### src/rtl/mem_bus_arbiter.sv
// Two-master arbiter for a picorv32-native memory slave.
// m0 (CPU) and m1 (secondary engine) share one slave through a registered
// grant. Only one transaction is outstanding at a time, and a watchdog
// completes a hung transaction with an error word.
module mem_bus_arbiter #(
  parameter int unsigned TIMEOUT_CYCLES = 256,
  parameter logic [31:0] ERR_RDATA      = 32'hDEAD_BEEF,
  parameter bit          M0_PRIORITY    = 1'b0
) (
  input  logic        clk,
  input  logic        reset,
  input  logic        m0_valid,
  input  logic        m0_instr,
  input  logic [31:0] m0_addr,
  input  logic [31:0] m0_wdata,
  input  logic [3:0]  m0_wstrb,
  output logic        m0_ready,
  output logic [31:0] m0_rdata,
  input  logic        m1_valid,
  input  logic        m1_instr,
  input  logic [31:0] m1_addr,
  input  logic [31:0] m1_wdata,
  input  logic [3:0]  m1_wstrb,
  output logic        m1_ready,
  output logic [31:0] m1_rdata,
  output logic        s_valid,
  output logic        s_instr,
  output logic [31:0] s_addr,
  output logic [31:0] s_wdata,
  output logic [3:0]  s_wstrb,
  input  logic        s_ready,
  input  logic [31:0] s_rdata,
  output logic [1:0]  grant,
  output logic        timeout_pulse,
  output logic [31:0] timeout_addr
);

  typedef enum logic {ST_IDLE, ST_BUSY} state_t;

  // Watchdog fires when the counter reaches the last allowed BUSY cycle.
  localparam bit          LP_WDOG_EN   = (TIMEOUT_CYCLES != 0);
  localparam logic [31:0] LP_WDOG_LAST = LP_WDOG_EN ? 32'(TIMEOUT_CYCLES - 1) : 32'd0;

  state_t      r_state, w_state_nxt;
  logic [1:0]  r_grant, w_grant_nxt;
  logic        r_last,  w_last_nxt;       // 0: m0 served last, 1: m1 served last
  logic [31:0] r_wdog,  w_wdog_nxt;
  logic [31:0] r_timeout_addr, w_timeout_addr_nxt;

  logic        w_pick_m1;
  logic        w_g_valid;
  logic        w_g_instr;
  logic [31:0] w_g_addr;
  logic [31:0] w_g_wdata;
  logic [3:0]  w_g_wstrb;
  logic [1:0]  w_ready;
  logic [31:0] w_rdata;

  // Saturating watchdog increment so a disabled watchdog never wraps.
  function automatic logic [31:0] f_sat_inc(input logic [31:0] v);
    return (v == 32'hFFFF_FFFF) ? v : v + 32'd1;
  endfunction

  // Granted master's request fields, selected by the registered grant.
  always_comb begin
    w_g_valid = r_grant[1] ? m1_valid : m0_valid;
    w_g_instr = r_grant[1] ? m1_instr : m0_instr;
    w_g_addr  = r_grant[1] ? m1_addr  : m0_addr;
    w_g_wdata = r_grant[1] ? m1_wdata : m0_wdata;
    w_g_wstrb = r_grant[1] ? m1_wstrb : m0_wstrb;
  end

  // Arbitration: single requester wins; a tie goes to m0 under fixed
  // priority, otherwise to the master that was not served last.
  always_comb begin
    w_pick_m1 = m1_valid && (!m0_valid || (!M0_PRIORITY && !r_last));
  end

  // Next-state and output decode; reset suppresses all slave/master activity.
  always_comb begin
    w_state_nxt        = r_state;
    w_grant_nxt        = r_grant;
    w_last_nxt         = r_last;
    w_wdog_nxt         = r_wdog;
    w_timeout_addr_nxt = r_timeout_addr;
    s_valid            = 1'b0;
    s_instr            = 1'b0;
    s_addr             = 32'd0;
    s_wdata            = 32'd0;
    s_wstrb            = 4'd0;
    w_ready            = 2'b00;
    w_rdata            = 32'd0;
    timeout_pulse      = 1'b0;
    if (!reset) begin
      case (r_state)
        ST_IDLE: begin
          if (m0_valid || m1_valid) begin
            w_state_nxt = ST_BUSY;
            w_grant_nxt = w_pick_m1 ? 2'b10 : 2'b01;
            w_wdog_nxt  = 32'd0;
          end
        end
        ST_BUSY: begin
          s_valid = w_g_valid;
          s_instr = w_g_instr;
          s_addr  = w_g_addr;
          s_wdata = w_g_wdata;
          s_wstrb = w_g_wstrb;
          if (!w_g_valid) begin
            // Master withdrew its request: abandon without a ready.
            w_state_nxt = ST_IDLE;
            w_grant_nxt = 2'b00;
          end else if (s_ready) begin
            w_ready     = r_grant;
            w_rdata     = s_rdata;
            w_last_nxt  = r_grant[1];
            w_grant_nxt = 2'b00;
            w_state_nxt = ST_IDLE;
          end else if (LP_WDOG_EN && (r_wdog == LP_WDOG_LAST)) begin
            // Slave hung: complete to the master with the error word.
            s_valid            = 1'b0;
            w_ready            = r_grant;
            w_rdata            = ERR_RDATA;
            timeout_pulse      = 1'b1;
            w_timeout_addr_nxt = w_g_addr;
            w_last_nxt         = r_grant[1];
            w_grant_nxt        = 2'b00;
            w_state_nxt        = ST_IDLE;
          end else begin
            w_wdog_nxt = f_sat_inc(r_wdog);
          end
        end
        default: begin
          w_state_nxt = ST_IDLE;
          w_grant_nxt = 2'b00;
        end
      endcase
    end
  end

  // State, grant, round-robin history, watchdog and sticky timeout address.
  always_ff @(posedge clk) begin
    if (reset) begin
      r_state        <= ST_IDLE;
      r_grant        <= 2'b00;
      r_last         <= 1'b1;
      r_wdog         <= 32'd0;
      r_timeout_addr <= 32'd0;
    end else begin
      r_state        <= w_state_nxt;
      r_grant        <= w_grant_nxt;
      r_last         <= w_last_nxt;
      r_wdog         <= w_wdog_nxt;
      r_timeout_addr <= w_timeout_addr_nxt;
    end
  end

  assign m0_ready     = w_ready[0];
  assign m1_ready     = w_ready[1];
  assign m0_rdata     = w_ready[0] ? w_rdata : 32'd0;
  assign m1_rdata     = w_ready[1] ? w_rdata : 32'd0;
  assign grant        = r_grant;
  assign timeout_addr = r_timeout_addr;

endmodule

### config.mk
export PLATFORM = sky130hd
export DESIGN_NAME = mem_bus_arbiter
export DESIGN_NICKNAME = d
export VERILOG_FILES = /design/src/rtl/mem_bus_arbiter.sv
export SDC_FILE = /design/constraint.sdc
export NUM_CORES = 1
export LEC_CHECK = 0
export CORE_AREA = 2 2 136 138
export CTS_CLUSTER_DIAMETER = 40
export DETAILED_ROUTE_END_ITERATION = 10
export DIE_AREA = 0 0 138 140
export GPL_TIMING_DRIVEN = 0
export PLACE_DENSITY_LB_ADDON = 0.25
export SLEW_MARGIN = 30
export SYNTH_ARGS = -nofsm -noshare
export SYNTH_HDL_FRONTEND = slang
export SYNTH_SLANG_ARGS = --single-unit
### constraint.sdc
create_clock -name clk -period 3.35 [get_ports clk]
set_input_delay 0.67 -clock clk [delete_from_list [all_inputs] [get_ports clk]]
set_output_delay 0.67 -clock clk [all_outputs]
set_load 0.02 [all_outputs]
==> flow_metrics.tcl <==
set metrics [dict create \
    status "completed" \
    grt_first_pass_wirelength_mm 31.9 \
    peakVddDrop_v 0.000257 \
    average_cell_area_after_synthesis_um2 7.25 \
    grt_pass1_vias 5732 \
    detailedRoute.firstIterationViolations 334 \
    multi_input_area_mm2 0.00300 \
    vertical_extent_of_the_die_um 140 \
    start_util 0.256 \
    static-leakage-power_nw 3.28 \
    port_buffers 344 \
    p_per_area_mw_per_mm2 298 \
    ranking_of_synthesized_cells_by_instance_count "nor2_1, mux2i_1, dfxtp_1" \
    cts_made_buffers 9 \
    antenna_violations_before_repair 0 \
    post-route-period-util 0.954 \
    cts_max_path_buffers 2 \
    num_rows 49 \
    grtUsageTotal 0.208 \
    detail_route.wl_per_cell_um 17.2 \
    finish.net_count 1169 \
    finClkSkew_ps 4.79 \
    synthDominantCellAreaShare 0.299 \
    setup_viol 0 \
    grt_overflow_total 0 \
    timing.max_slew.rel_slack 0.529 \
    max_cap_viol_count 0 \
    timing.critical_path.required_ps 2680 \
    ant_nets 0 \
    clock_root_buffer "clkbuf_16" \
    start_kind "input port" \
    place.gp.congestion 0.852 \
    async_set_reset_flop_share_out_of_synthesis 0 \
    netlist_area_mm2 0.00456 \
    synth-edff-count 0 \
    tritoncts "built" \
    setup_total_negative_slack_ps 0 \
    worstPathArrival_ps 2530 \
    post-dp-hpwl_mm 17.0 \
    synthCells 629 \
    hold_path_class "reg -> reg" \
    timing_hold_violations_final 0 \
    max_fclk_mhz 313 \
    end_kind "output pin" \
    antenna_cells_inserted 0 \
    clkTransAtPathRegs_ps 50 \
    detailroute.via_count 5923 \
    drt_pass1_iterations 4 \
    maxSlewViolCount 0 \
    final_critical_path_setup_slack_ps 153 \
    mappedNetlistNets 805 \
    area_growth_syn_to_layout_pct 89.0 \
    layout.area.seq_mm2 0.00137 \
    die_width_um 138 \
    critical_path_class "in -> out" \
    route.detailed.vias_per_inst 4.83 \
    synth_ff_type "dfxtp_1" \
    ctsHtreeMaxLevel 3 \
    grt_max_degree 12 \
    nFillCells 1788 \
    core_area_mm2 0.0178 \
    cts-hold-fix-buffers 0 \
    synth_top_cell_by_area "dfxtp_1" \
    clk_latency_ps 330 \
    clock_sinks 68 \
    finalWirelength_mm 21.1 \
    worst-slew-pin-transition_ps 707 \
    fin_crit_ps 3200 \
    synth_seq_area_share 0.299 \
    yosysMostFrequentCell "nor2_1" \
    synth-warning-count 0 \
    post_placement_setup_slack_ps -717 \
    synth_cell_types 52 \
    synth_top_cells_by_area "dfxtp_1, nor2_1, mux2i_1, a211oi_1, o21ai_0" \
    worst-path-max-fanout 10 \
    fp.dieArea_mm2 0.0193 \
    final_layout_size_suffix_gt1_frac 0.152 \
    io_pins 346 \
    ys_ff_latch 68 \
    route.detailed.drc 0 \
]
metrics by stage:
step	utilization	area [µm²]	total power [W]	std cells	hold WS, ps
after CTS	0.490	8700	0.00259	1219	498
after detailed placement	0.466	8290	0.00144	1202	490
after global routing	0.485	8620	0.00267	1226	508
after global placement	0.466	8290	0.00144	1202	485
after floorplan	-	4560	0.00109	629	468
final	0.485	8620	0.00257	1226	495
path summary, 6_finish.rpt:
check	slack [ps]	end	from	cells after the start
max	150	s_wstrb[0]	reset	6
min	500	timeout_addr[7]	timeout_addr[7]	2
max reg2reg	880	r_wdog[6]	r_wdog[0]	10
min reg2reg	500	timeout_addr[7]	timeout_addr[7]	2
power by group:
part | internal, W | switching [W] | total [W]
Sequential | 0.000814 | 0.00000559 | 0.000819
Clock | 0.000797 | 0.000342 | 0.00114
Combinational | 0.000338 | 0.000272 | 0.000609
Total | 0.00195 | 0.000620 | 0.00257
worst max-delay path, stage by stage:
cell and delay, ps:
clkbuf_1 260, nand2b_4 300, buf_2 330, clkbuf_2 310, nor2_1 70, clkdlybuf4s50_1 570
placed cells by master, fill, tap and decap left out, types with 2 or more instances in the layout:
cell	count
a211oi_1	32
a21o_1	2
a21oi_1	12
a31oi_1	10
and2_1	4
and3_1	5
and4_1	7
buf_2	22
buf_4	32
buf_6	10
bufinv_16	4
clkbuf_1	11
clkbuf_16	9
clkbuf_2	40
clkbuf_4	4
clkdlybuf4s50_1	276
dfxtp_1	66
dfxtp_4	2
dlygate4sd2_1	3
dlymetal6s2s_1	3
inv_1	7
mux2i_1	69
nand2_1	29
nand2b_1	2
nand3_1	13
nand3b_1	3
nand4_1	17
nor2_1	200
nor2_2	9
nor2_4	2
nor3_1	3
nor3_4	3
nor4_1	6
o21ai_0	28
o21ai_1	9
o31ai_1	8
or3_1	5
xor2_1	3
flip-flops by register name, indices dropped and copies added (netlist names):
register	flops
r_wdog	32
timeout_addr	32
grant	2
r_last	1
r_state	1
final cells by class:
cell class / instances / area share
plain buffers: 47 / 0.0347
repair buffers: 354 / 0.379
clock buffers: 10 / 0.0266
multi-input cells: 505 / 0.349
well taps: 229 / 0.0333
inverters: 8 / 0.00407
clock inverters: 5 / 0.0145
flip-flops and latches: 68 / 0.159
logic make-up (layout without fill, tap and decap cells):
logic type | count (synthesis) | in the layout | share of synthesized area
AND/OR/NAND/NOR | 320 | 320 | 0.319
AO/OA/AOI/OAI | 109 | 109 | 0.155
multiplexers | 71 | 71 | 0.156
flip-flops | 68 | 68 | 0.299
buffers and inverters | 56 | 424 | 0.0607
XOR/XNOR | 4 | 4 | 0.00769
adder cells (fa/ha/maj) | 1 | 1 | 0.00274
timing repair:
action                                  in CTS  in global routing
pin swaps                                    3                  2
resized for setup                          164                147
endpoints found under the setup margin     137                 84
setup buffers                                3                  7
metal layers:
| metal | track usage | wire [µm] |
|---|---|---|
| met2 | 0.380 | 10700 |
| met1 | 0.239 | 8530 |
| met4 | 0.0687 | 486 |
| met5 | 0 | 0 |
| met3 | 0.0472 | 1330 |
Note: power is estimated with default switching activity, not from simulation.
